$ cat config.mk
export PLATFORM = sky130hd
export DESIGN_NAME = dcache_wb_flat
export DESIGN_NICKNAME = d
export VERILOG_FILES = /design/src/rtl/dcache_wb_pkg.sv /design/src/rtl/dcache_wb_if.sv /design/src/rtl/dcache_line_array.sv /design/src/rtl/dcache_wb.sv /design/src/flat_wrapper.sv
export SDC_FILE = /design/constraint.sdc
export NUM_CORES = 1
export LEC_CHECK = 0
export BUFFER_PORTS_ARGS = -buffer_cell sky130_fd_sc_hd__buf_2
export CORE_MARGIN = 2
export CORE_UTILIZATION = 30
export CTS_BUF_LIST = sky130_fd_sc_hd__clkbuf_2
export CTS_CLUSTER_SIZE = 10
export DETAILED_ROUTE_END_ITERATION = 16
export PLACE_DENSITY = 0.46
export SLEW_MARGIN = 20
export SYNTH_ARGS = -nofsm -noshare
export SYNTH_HDL_FRONTEND = slang
export SYNTH_SLANG_ARGS = --single-unit
$ cat constraint.sdc
create_clock -name clk -period 21.6 [get_ports clk]
set_input_delay 4.32 -clock clk [delete_from_list [all_inputs] [get_ports clk]]
set_output_delay 4.32 -clock clk [all_outputs]
set_load 0.02 [all_outputs]
$ cat src/rtl/dcache_wb_pkg.sv
// Shared types, widths and address-split helpers for the write-back data cache.
package dcache_wb_pkg;

    localparam int unsigned ADDR_W         = 32;
    localparam int unsigned DATA_W         = 32;
    localparam int unsigned DEF_LINES      = 4;
    localparam int unsigned DEF_LINE_WORDS = 4;

    typedef enum logic [1:0] {
        ST_IDLE   = 2'd0,
        ST_EVICT  = 2'd1,
        ST_FILL   = 2'd2,
        ST_REPLAY = 2'd3
    } state_t;

    // One load or store access as seen by the cache pipeline.
    typedef struct packed {
        logic              is_load;
        logic              is_byte;
        logic [ADDR_W-1:0] addr;
        logic [DATA_W-1:0] data;
    } access_t;

    function automatic int unsigned off_bits(input int unsigned line_words);
        return $clog2(4 * line_words);
    endfunction

    function automatic int unsigned idx_bits(input int unsigned lines);
        return $clog2(lines);
    endfunction

    function automatic int unsigned wsel_bits(input int unsigned line_words);
        return (line_words > 1) ? $clog2(line_words) : 1;
    endfunction

endpackage

$ cat src/rtl/dcache_wb_if.sv
// Load/store request side and memory line side of the data cache.
interface dcache_wb_if import dcache_wb_pkg::*; #(
    parameter int unsigned LINE_WORDS = DEF_LINE_WORDS
);
    localparam int unsigned LW = DATA_W * LINE_WORDS;

    logic              st_valid;
    logic [ADDR_W-1:0] st_addr;
    logic [DATA_W-1:0] st_data;
    logic              st_is_byte;
    logic              ld_valid;
    logic [ADDR_W-1:0] ld_addr;
    logic              ld_is_byte;
    logic [DATA_W-1:0] ld_data;
    logic              ld_done;
    logic              dc_ready;
    logic              mem_req;
    logic              mem_we;
    logic [ADDR_W-1:0] mem_addr;
    logic [LW-1:0]     mem_wdata;
    logic [LW-1:0]     mem_rdata;
    logic              mem_ack;

    modport slave (
        input  st_valid, st_addr, st_data, st_is_byte,
        input  ld_valid, ld_addr, ld_is_byte,
        input  mem_rdata, mem_ack,
        output ld_data, ld_done, dc_ready,
        output mem_req, mem_we, mem_addr, mem_wdata
    );

    modport master (
        output st_valid, st_addr, st_data, st_is_byte,
        output ld_valid, ld_addr, ld_is_byte,
        output mem_rdata, mem_ack,
        input  ld_data, ld_done, dc_ready,
        input  mem_req, mem_we, mem_addr, mem_wdata
    );

endinterface

$ cat src/rtl/dcache_line_array.sv
// Tag/valid/dirty/data storage: combinational read, synchronous word/byte merge or full-line fill.
module dcache_line_array #(
    parameter int unsigned LINES = 4,
    parameter int unsigned LW    = 128,
    parameter int unsigned IDX_W = 2,
    parameter int unsigned TAG_W = 26,
    parameter int unsigned WS_W  = 2
) (
    input  logic             clk,
    input  logic             reset,
    input  logic [IDX_W-1:0] idx,
    output logic             rd_valid_c,
    output logic             rd_dirty_c,
    output logic [TAG_W-1:0] rd_tag_c,
    output logic [LW-1:0]    rd_line_c,
    input  logic             wr_en,
    input  logic             wr_byte,
    input  logic [WS_W-1:0]  wr_wsel,
    input  logic [1:0]       wr_bsel,
    input  logic [31:0]      wr_data,
    input  logic             fill_en,
    input  logic [TAG_W-1:0] fill_tag,
    input  logic [LW-1:0]    fill_line
);

    logic [LINES-1:0] valid;
    logic [LINES-1:0] dirty;
    logic [TAG_W-1:0] tag  [LINES];
    logic [LW-1:0]    data [LINES];

    assign rd_valid_c = valid[idx];
    assign rd_dirty_c = dirty[idx];
    assign rd_tag_c   = tag[idx];
    assign rd_line_c  = data[idx];

    // Reset invalidates every line; a fill always lands clean.
    always_ff @(posedge clk) begin
        if (reset) begin
            valid <= '0;
            dirty <= '0;
        end else if (fill_en) begin
            valid[idx] <= 1'b1;
            dirty[idx] <= 1'b0;
        end else if (wr_en) begin
            dirty[idx] <= 1'b1;
        end
    end

    always_ff @(posedge clk) begin
        if (fill_en) begin
            data[idx] <= fill_line;
            tag[idx]  <= fill_tag;
        end else if (wr_en) begin
            if (wr_byte)
                data[idx][{wr_wsel, wr_bsel, 3'b000} +: 8] <= wr_data[7:0];
            else
                data[idx][{wr_wsel, 5'b00000} +: 32] <= wr_data;
        end
    end

endmodule

$ cat src/rtl/dcache_wb.sv
// Direct-mapped write-back/write-allocate data cache behind the store buffer.
module dcache_wb import dcache_wb_pkg::*; #(
    parameter int unsigned LINES      = DEF_LINES,
    parameter int unsigned LINE_WORDS = DEF_LINE_WORDS
) (
    input logic        clk,
    input logic        reset,
    dcache_wb_if.slave bus
);

    localparam int unsigned LW    = DATA_W * LINE_WORDS;
    localparam int unsigned OFF_W = off_bits(LINE_WORDS);
    localparam int unsigned IDX_W = idx_bits(LINES);
    localparam int unsigned TAG_W = ADDR_W - OFF_W - IDX_W;
    localparam int unsigned WS_W  = wsel_bits(LINE_WORDS);
    localparam logic [ADDR_W-1:0] OFF_MASK = ADDR_W'(4 * LINE_WORDS - 1);

    function automatic logic [IDX_W-1:0] idx_of(input logic [ADDR_W-1:0] a);
        return IDX_W'(a >> OFF_W);
    endfunction

    function automatic logic [TAG_W-1:0] tag_of(input logic [ADDR_W-1:0] a);
        return TAG_W'(a >> (OFF_W + IDX_W));
    endfunction

    function automatic logic [WS_W-1:0] wsel_of(input logic [ADDR_W-1:0] a);
        return WS_W'((a >> 2) & ADDR_W'(LINE_WORDS - 1));
    endfunction

    state_t            state, state_n;
    access_t           req, req_n;
    access_t           pend, pend_n;
    logic              pend_v, pend_v_n;
    access_t           act, st_acc;
    logic              act_v, both, hit;

    logic [DATA_W-1:0] ld_data_r, ld_data_n;
    logic              ld_done_r, ld_done_n;
    logic              dc_ready_r, dc_ready_n;
    logic              mem_req_r, mem_req_n;
    logic              mem_we_r, mem_we_n;
    logic [ADDR_W-1:0] mem_addr_r, mem_addr_n;
    logic [LW-1:0]     mem_wdata_r, mem_wdata_n;

    logic              rd_valid, rd_dirty;
    logic [TAG_W-1:0]  rd_tag;
    logic [LW-1:0]     rd_line;
    logic              wr_en, fill_en;
    logic [DATA_W-1:0] rd_word, load_val;

    assign st_acc = '{is_load: 1'b0, is_byte: bus.st_is_byte,
                      addr: bus.st_addr, data: bus.st_data};

    // Pick the access that touches the array this cycle (pending store wins in IDLE).
    always_comb begin
        act   = req;
        act_v = 1'b0;
        both  = 1'b0;
        case (state)
            ST_IDLE: begin
                if (pend_v) begin
                    act   = pend;
                    act_v = 1'b1;
                end else if (dc_ready_r && bus.ld_valid) begin
                    act   = '{is_load: 1'b1, is_byte: bus.ld_is_byte,
                              addr: bus.ld_addr, data: '0};
                    act_v = 1'b1;
                    both  = bus.st_valid;
                end else if (dc_ready_r && bus.st_valid) begin
                    act   = st_acc;
                    act_v = 1'b1;
                end
            end
            ST_REPLAY: act_v = 1'b1;
            default: ;
        endcase
    end

    dcache_line_array #(
        .LINES (LINES),
        .LW    (LW),
        .IDX_W (IDX_W),
        .TAG_W (TAG_W),
        .WS_W  (WS_W)
    ) u_array (
        .clk        (clk),
        .reset      (reset),
        .idx        (idx_of(act.addr)),
        .rd_valid_c (rd_valid),
        .rd_dirty_c (rd_dirty),
        .rd_tag_c   (rd_tag),
        .rd_line_c  (rd_line),
        .wr_en      (wr_en),
        .wr_byte    (act.is_byte),
        .wr_wsel    (wsel_of(act.addr)),
        .wr_bsel    (act.addr[1:0]),
        .wr_data    (act.data),
        .fill_en    (fill_en),
        .fill_tag   (tag_of(req.addr)),
        .fill_line  (bus.mem_rdata)
    );

    assign rd_word  = rd_line[{wsel_of(act.addr), 5'b00000} +: DATA_W];
    assign load_val = act.is_byte ? DATA_W'(rd_word[{act.addr[1:0], 3'b000} +: 8]) : rd_word;

    always_comb begin
        state_n     = state;
        req_n       = req;
        pend_n      = pend;
        pend_v_n    = pend_v;
        ld_data_n   = ld_data_r;
        ld_done_n   = 1'b0;
        mem_req_n   = 1'b0;
        mem_we_n    = mem_we_r;
        mem_addr_n  = mem_addr_r;
        mem_wdata_n = mem_wdata_r;
        wr_en       = 1'b0;
        fill_en     = 1'b0;
        hit         = rd_valid && (rd_tag == tag_of(act.addr));

        if (state == ST_IDLE && pend_v)
            pend_v_n = 1'b0;
        if (both) begin
            pend_v_n = 1'b1;
            pend_n   = st_acc;
        end

        // Memory handshake: request drops on the edge that sees the ack.
        case (state)
            ST_EVICT: begin
                if (mem_req_r && bus.mem_ack) begin
                    state_n = ST_FILL;
                end else begin
                    mem_req_n   = 1'b1;
                    mem_we_n    = 1'b1;
                    mem_addr_n  = {rd_tag, idx_of(req.addr), OFF_W'(0)};
                    mem_wdata_n = rd_line;
                end
            end
            ST_FILL: begin
                if (mem_req_r && bus.mem_ack) begin
                    fill_en = 1'b1;
                    state_n = ST_REPLAY;
                end else begin
                    mem_req_n  = 1'b1;
                    mem_we_n   = 1'b0;
                    mem_addr_n = req.addr & ~OFF_MASK;
                end
            end
            default: ;
        endcase

        if (act_v) begin
            if (hit) begin
                state_n = ST_IDLE;
                if (act.is_load) begin
                    ld_done_n = 1'b1;
                    ld_data_n = load_val;
                end else begin
                    wr_en = 1'b1;
                end
            end else begin
                req_n   = act;
                state_n = (rd_valid && rd_dirty) ? ST_EVICT : ST_FILL;
            end
        end

        dc_ready_n = (state_n == ST_IDLE) && !pend_v_n;
    end

    always_ff @(posedge clk) begin
        if (reset) begin
            state       <= ST_IDLE;
            pend_v      <= 1'b0;
            ld_data_r   <= '0;
            ld_done_r   <= 1'b0;
            dc_ready_r  <= 1'b1;
            mem_req_r   <= 1'b0;
            mem_we_r    <= 1'b0;
            mem_addr_r  <= '0;
            mem_wdata_r <= '0;
        end else begin
            state       <= state_n;
            pend_v      <= pend_v_n;
            ld_data_r   <= ld_data_n;
            ld_done_r   <= ld_done_n;
            dc_ready_r  <= dc_ready_n;
            mem_req_r   <= mem_req_n;
            mem_we_r    <= mem_we_n;
            mem_addr_r  <= mem_addr_n;
            mem_wdata_r <= mem_wdata_n;
        end
    end

    // Payload registers are qualified by state/pend_v, so they need no reset.
    always_ff @(posedge clk) begin
        req  <= req_n;
        pend <= pend_n;
    end

    assign bus.ld_data   = ld_data_r;
    assign bus.ld_done   = ld_done_r;
    assign bus.dc_ready  = dc_ready_r;
    assign bus.mem_req   = mem_req_r;
    assign bus.mem_we    = mem_we_r;
    assign bus.mem_addr  = mem_addr_r;
    assign bus.mem_wdata = mem_wdata_r;

endmodule

$ cat src/flat_wrapper.sv
// flat-port wrapper written by rule: the top's interface ports become plain ports
module dcache_wb_flat import dcache_wb_pkg::*;
#(
    parameter int unsigned LINES      = DEF_LINES,
    parameter int unsigned LINE_WORDS = DEF_LINE_WORDS
)
  (clk, reset, bus_st_valid, bus_st_addr, bus_st_data, bus_st_is_byte, bus_ld_valid, bus_ld_addr, bus_ld_is_byte, bus_mem_rdata, bus_mem_ack, bus_ld_data, bus_ld_done, bus_dc_ready, bus_mem_req, bus_mem_we, bus_mem_addr, bus_mem_wdata);
  dcache_wb_if #(.LINE_WORDS(LINE_WORDS)) bus_i ();
  input logic clk;
  input logic reset;
  input wire logic [$bits(bus_i.st_valid)-1:0] bus_st_valid;
  input wire logic [$bits(bus_i.st_addr)-1:0] bus_st_addr;
  input wire logic [$bits(bus_i.st_data)-1:0] bus_st_data;
  input wire logic [$bits(bus_i.st_is_byte)-1:0] bus_st_is_byte;
  input wire logic [$bits(bus_i.ld_valid)-1:0] bus_ld_valid;
  input wire logic [$bits(bus_i.ld_addr)-1:0] bus_ld_addr;
  input wire logic [$bits(bus_i.ld_is_byte)-1:0] bus_ld_is_byte;
  input wire logic [$bits(bus_i.mem_rdata)-1:0] bus_mem_rdata;
  input wire logic [$bits(bus_i.mem_ack)-1:0] bus_mem_ack;
  output wire logic [$bits(bus_i.ld_data)-1:0] bus_ld_data;
  output wire logic [$bits(bus_i.ld_done)-1:0] bus_ld_done;
  output wire logic [$bits(bus_i.dc_ready)-1:0] bus_dc_ready;
  output wire logic [$bits(bus_i.mem_req)-1:0] bus_mem_req;
  output wire logic [$bits(bus_i.mem_we)-1:0] bus_mem_we;
  output wire logic [$bits(bus_i.mem_addr)-1:0] bus_mem_addr;
  output wire logic [$bits(bus_i.mem_wdata)-1:0] bus_mem_wdata;
  assign bus_i.st_valid = bus_st_valid;
  assign bus_i.st_addr = bus_st_addr;
  assign bus_i.st_data = bus_st_data;
  assign bus_i.st_is_byte = bus_st_is_byte;
  assign bus_i.ld_valid = bus_ld_valid;
  assign bus_i.ld_addr = bus_ld_addr;
  assign bus_i.ld_is_byte = bus_ld_is_byte;
  assign bus_i.mem_rdata = bus_mem_rdata;
  assign bus_i.mem_ack = bus_mem_ack;
  assign bus_ld_data = bus_i.ld_data;
  assign bus_ld_done = bus_i.ld_done;
  assign bus_dc_ready = bus_i.dc_ready;
  assign bus_mem_req = bus_i.mem_req;
  assign bus_mem_we = bus_i.mem_we;
  assign bus_mem_addr = bus_i.mem_addr;
  assign bus_mem_wdata = bus_i.mem_wdata;
  dcache_wb #(.LINES(LINES), .LINE_WORDS(LINE_WORDS)) u_core (.clk(clk), .reset(reset), .bus(bus_i));
endmodule
==> metrics.md, run 1 <==
| Metric | Value |
|---|---|
| DRC Markers | `0` |
| WS Path Type | `in -> reg` |
| FFs w/ async S/R, synth | `0` |
| First-pass GRT wire length | `279 mm` |
| Post-CTS sizing | `0` |
| P per Cell Area | `151 nW/µm²` |
| Peak supply drop | `0.106 mV` |
| Share of the synthesized area in the top cell type | `0.489` |
| Starting Density | `0.302` |
| Fin Hold WS | `453 ps` |
| YS warnings | `0` |
| Initial antenna violation count | `16` |
| Relative slew slack | `0.172` |
| Post-synth cell types | `101` |
| CTS Root Buffer Type | `clkbuf_2` |
| Post-synth EDFFs | `747` |
| Row count | `143` |
| Most frequent cells in the layout | `747 x edfxtp_1, 562 x nand2_1, 421 x buf_2` |
| Most common cell after layout, fill and taps aside | `edfxtp_1` |
| Slew @ Worst Pin | `1240 ps` |
| Placed Cells | `6436` |
| Port Buf Inserts | `422` |
| Postcts setup bufs | `0` |
| Area growth, synth to finish | `14.0%` |
| Hold-fix buffers at CTS | `0` |
| Critical Path AT | `10300 ps` |
| Post-route cell area | `52300 µm²` |
| Num CTS Buffers | `287` |
| Htree depth | `5` |
| Final weighted congestion in routability-driven placement | `0.882` |
| Drt via density | `5.70` |
| Placed Area | `49900 µm²` |
| Layout Skew | `180 ps` |
| Vias in the first global route | `37100` |
| Worst min path class | `reg -> reg` |
| Max Cap Violations | `0` |
| Number of nets with antenna violations after routing | `0` |
| Clk sinks | `950` |
| CTS tree | `built` |
| Layout Cells excl Fill | `6925` |
| Main flop type after synthesis | `edfxtp_1` |
| Hold Fails Final Rpt | `0` |
| Seq/Total Area, Yosys | `0.577` |
| Routed len/inst | `29.1 µm` |
| Iter 0 DRT Violations | `4284` |
| Final Core Density | `0.344` |
| Max-slew violation total from the final report | `0` |
| Critical Path Source Type | `primary input` |
| I/O pin total | `427` |
| Drt total wl | `201 mm` |
| Status | `complete, no violations` |
| 1st-pass router iterations | `6` |
| Largest net degree at the start of global routing | `111` |
| Crit-path max FO | `110` |
| Die width | `395 µm` |
| FMAX | `110 MHz` |
| Worst-case clock buffer depth | `4` |
| Clock slew seen by the registers of the worst setup and hold paths | `100 ps` |
| Die Height | `395 µm` |
| Core area | `152000 µm²` |
| Post-synthesis register bit count | `950` |
| Vias | `39500` |
| Top cells by area, synth | `edfxtp_1 49%, dfxtp_1 8.9%, nand2_1 4.6%` |
| Area of the mapped netlist | `45900 µm²` |
| CP Capture Type | `register` |
| Final setup viols | `0` |
| Period Utilization, post-route | `0.420` |
| Gr ovfl total | `0` |
| All-Layer GR Usage | `0.248` |
| Final Critical Period | `9070 ps` |
| Post-synthesis cell count | `4274` |
| DIE AREA | `156000 µm²` |
| Area leader, netlist | `edfxtp_1` |
| Setup TNS | `0 ps` |
| DP HPWL | `137 mm` |
| RSZ-0062 raised after global routing | `no` |
| WP data required | `22830 ps` |
| Syn Area/Cell | `10.7 µm²` |
| NumNets Final | `4939` |
| Static Leak | `0.0187 µW` |
| Clk_lat worst skew | `1710 ps` |
| Share of cells above drive strength 1 | `0.230` |
-- cell usage after synthesis (29+ instances only) --
master,instances
a211oi_1,200
a21oi_1,264
a22o_1,50
a22oi_1,95
a311oi_1,79
a31o_2,49
a31oi_1,81
and2_1,39
and3_1,122
buf_1,42
buf_2,62
clkbuf_1,277
dfxtp_1,203
edfxtp_1,747
inv_1,48
mux2i_1,73
nand2_1,564
nand3_1,135
nor2_1,295
nor2b_1,29
nor3_1,55
o2111ai_1,38
o211ai_1,49
o21ai_0,161
o21ai_1,43
o311ai_0,32
o31ai_1,45
or3_1,38
-- power by group --
group / total [µW] / switching (µW) / internal, µW
combinational: 4260 / 3230 / 1030
clock: 1340 / 815 / 529
sequential: 2310 / 104 / 2200
total: 7910 / 4150 / 3760
-- path summary, 6_finish.rpt --
kind / start / cells past startpoint / slack, ps / end
max reg2reg: u_core.pend_v / 13 / 14940 / u_core.u_array.data[0][87]
min reg2reg: u_core.bus.mem_wdata[25] / 2 / 450 / u_core.bus.mem_wdata[25]
min: u_core.bus.mem_wdata[25] / 2 / 450 / u_core.bus.mem_wdata[25]
max: bus_st_valid / 14 / 12530 / u_core.u_array.data[0][87]
-- critical path: stages --
cell      delay [ps]
buf_2            530
and3b_1          270
buf_4            430
o211a_1          300
nor2_4            80
inv_8            560
a221oi_1         200
or3_1            420
a211oi_2         950
nand4_4          130
buf_4            330
buf_4            420
a211oi_2         790
o21a_1           480
-- flip-flops by register name (all words and copies together) (netlist names), named ones only --
signal	count
u_core.pend_v	1
u_core.u_array.valid	4
u_core.state	2
u_core.bus.mem_wdata	128
u_core.req	66
u_core.bus.mem_we	1
u_core.bus.mem_req	1
u_core.pend	65
u_core.bus.ld_data	32
u_core.u_array.data	512
u_core.u_array.tag	104
u_core.bus.mem_addr	28
u_core.bus.dc_ready	1
u_core.bus.ld_done	1
-- routing by layer --
metal  GRT usage  wire, µm  vias up
met5           0        90        -
met4      0.0954      7480       14
met3      0.0704     19300      389
met2       0.375     88900     2086
met1       0.336     85400    19600
li1            -         -    17300
-- layout make-up --
cell class / instances / area, µm²
fill: 15500 / 99600
sequential: 950 / 26500
multi-input combinational: 2863 / 17600
timing repair buffer: 541 / 3020
tap: 2030 / 2540
clock buffer: 412 / 2060
clock inverter: 62 / 298
inverter: 54 / 218
antenna: 13 / 32.5
-- metrics by stage --
step	power (µW)	worst slack, ps
3_3_place_gp	6490	10930
6_report	7910	12530
4_1_cts	7850	12570
3_5_place_dp	6500	10740
5_1_grt	8210	12430
2_1_floorplan	4640	11020
-- cell families after synthesis --
group	count (synthesis)	synth area share
AO/OA/AOI/OAI	1375	0.213
other	1	0.0000817
buffers and inverters	464	0.0434
XOR/XNOR	23	0.00480
multiplexers	80	0.0178
flip-flops	950	0.577
adder cells (fa/ha/maj)	11	0.00300
AND/OR/NAND/NOR	1370	0.140
No activity file was read; power rests on OpenSTA's default activity.
==> run 2: changes to the inputs <==
- clock period: 21.6 -> 8.62 ns (I/O delays scaled with it)
==> run 2 against run 1 <==
  * Count of clock-buffer cells in the layout shrank 3
  * Flip-flop and latch count stayed put
  * Core utilization increased by 0.20 points
  * Power is 150% higher
  * Worst setup slack got worse by 10000 ps
  * Final cell count increased by 0.36%
  * Die area unchanged
  * Cell area grew 0.59%
  * Critical path depth fell by 1
  * Global-route usage down 0.31 points
  * Sequential power increased to 2.5 times the previous value
  * Highest routed layer unchanged
==> metrics.md, run 2 (same netlist as run 1, synthesis figures left out) <==
| Metric | Value |
|---|---|
| P_sw | `10200 µW` |
| Metal2 WL | `89.0 mm` |
| R2R depth | `13` |
| Crit-path max FO | `42` |
| Postcts setup bufs | `0` |
| Placed Area | `50100 µm²` |
| FF+latch area | `26500 µm²` |
| Status | `complete, no violations` |
| Die width | `395 µm` |
| Max Used Layer | `met5` |
| Row count | `143` |
| Vias in the first global route | `37500` |
| Most frequent cells in the layout | `747 x edfxtp_1, 562 x nand2_1, 421 x buf_2` |
| Final Critical Period | `6490 ps` |
| Clk_lat worst skew | `1720 ps` |
| WP data required | `9810 ps` |
| P per Cell Area | `376 nW/µm²` |
| Starting Density | `0.302` |
| Gr ovfl total | `0` |
| Port Buf Inserts | `422` |
| Number of nets with antenna violations after routing | `0` |
| Sw Ratio | `0.516` |
| Wl on met1 | `84.4 mm` |
| Max reg flops | `512` |
| Number of fill cells in the layout | `15600` |
| Iter 0 DRT Violations | `4356` |
| Hold Path Origin | `bus_st_data[3]` |
| Routed len/inst | `28.6 µm` |
| Post-CTS sizing | `0` |
| Most common cell after layout, fill and taps aside | `edfxtp_1` |
| RSZ-0062 raised after global routing | `no` |
| Area growth, synth to finish | `14.6%` |
| Multi-input gate area | `17600 µm²` |
| 1st-pass router iterations | `6` |
| Period Utilization, post-route | `0.753` |
| Hold Fails Final Rpt | `0` |
| Max-slew violation total from the final report | `0` |
| Htree depth | `5` |
| CTS tree | `built` |
| NumNets Final | `4967` |
| All-Layer GR Usage | `0.245` |
| Core area | `152000 µm²` |
| Num CTS Buffers | `284` |
| WS Path Type | `reg -> reg` |
| Combinational share of power | `0.535` |
| Post-route cell area | `52600 µm²` |
| Hold path depth | `1` |
| Slew @ Worst Pin | `1290 ps` |
| Layout Skew | `243 ps` |
| Critical Path Source Type | `register` |
| Most flops, register | `u_core.u_array.data` |
| Placed Cells | `6469` |
| Worst min path class | `in -> reg` |
| Peak supply drop | `0.380 mV` |
| CTS Root Buffer Type | `clkbuf_2` |
| Fin Hold WS | `268 ps` |
| DRC Markers | `0` |
| RR Startpoint | `u_core.state[0]` |
| Share of cells above drive strength 1 | `0.235` |
| Layout Cells excl Fill | `6950` |
| Clock slew seen by the registers of the worst setup and hold paths | `110 ps` |
| DP HPWL | `138 mm` |
| Critical Path AT | `7690 ps` |
| Clk sinks | `950` |
| Final setup viols | `0` |
| Setup TNS | `0 ps` |
| DIE AREA | `156000 µm²` |
| Drt total wl | `199 mm` |
| Hold-fix buffers at CTS | `0` |
| Vias | `39600` |
| Initial antenna violation count | `15` |
| First-pass GRT wire length | `276 mm` |
| Met3 wire len | `18.3 mm` |
| FMAX | `154 MHz` |
| Largest net degree at the start of global routing | `159` |
| R2R setup slack | `2130 ps` |
| Clock group share of total power | `0.172` |
| I/O pin total | `427` |
| Hold Crit Endpoint | `u_core.pend[3]` |
| Die Height | `395 µm` |
| Drt via density | `5.69` |
| Static Leak | `0.0189 µW` |
| Pint | `9560 µW` |
| CP Capture Type | `register` |
| Relative slew slack | `0.134` |
| Flop pwr share | `0.293` |
| Final weighted congestion in routability-driven placement | `0.950` |
| Max Cap Violations | `0` |
| Worst r2r dst | `u_core.u_array.data[2][113]` |
| Worst-case clock buffer depth | `4` |
run 2: cell types whose count changed in the layout (fill, tap and decap cells not counted), moves of 4 or more:
cell	change
diode_2	-4
buf_4	+29
buf_12	+4
clkinv_1	-9
o21ai_2	-8
o21ai_0	+7
run 2: routing by layer:
metal,up-vias,track usage
met1,19800,0.331
met3,362,0.0609
met4,4,0.0945
met5,-,0
li1,17400,-
met2,2036,0.378
run 2: power by group through the flow:
stage	Sequential, µW	Clock, µW	Combinational (µW)
finish	5790	3400	10600
global route	5830	3760	10900
CTS	5790	3520	10300
detailed placement	5890	0	10300
global placement	5880	0	10300
floorplan	5940	0	5690
run 2: worst max-delay path by stage:
| stage | from | to | cells after the start |
|---|---|---|---|
| after global placement | bus_st_valid | u_core.u_array.data[1][65] | 13 |
| final | u_core.state[0] | u_core.u_array.data[2][113] | 13 |
| after floorplan | bus_ld_valid | u_core.bus.dc_ready | 9 |
| after global routing | u_core.state[0] | u_core.u_array.data[2][127] | 12 |
| after detailed placement | bus_st_valid | u_core.u_array.data[1][65] | 12 |
| after CTS | u_core.state[0] | u_core.u_array.data[1][113] | 13 |
run 2: through the flow:
step	utilization	power, µW	setup WS [ps]
3_5_place_dp	0.330	16200	1410
6_report	0.346	19800	2130
2_1_floorplan	-	11600	636
3_3_place_gp	0.330	16200	1500
4_1_cts	0.346	19700	2250
5_1_grt	0.346	20500	1870
run 2: final cells by class:
class | instances | area share
antenna | 9 | 0.000428
clock buffer | 409 | 0.0389
clock inverter | 63 | 0.00730
inverter | 54 | 0.00414
multi-input combinational | 2863 | 0.334
sequential | 950 | 0.504
tap | 2030 | 0.0483
timing repair buffer | 572 | 0.0629
run 2: worst max-delay path, cell delays in order, from the launching register on:
cell and delay [ps]:
dfxtp_1 350, inv_1 100, ha_2 690, buf_4 590, inv_1 580, buf_4 420
o2bb2ai_1 290, nand2b_1 600, nor3_2 500, and2_1 850, nor2_1 120, nor3_1 190
buf_4 260, o21a_1 470
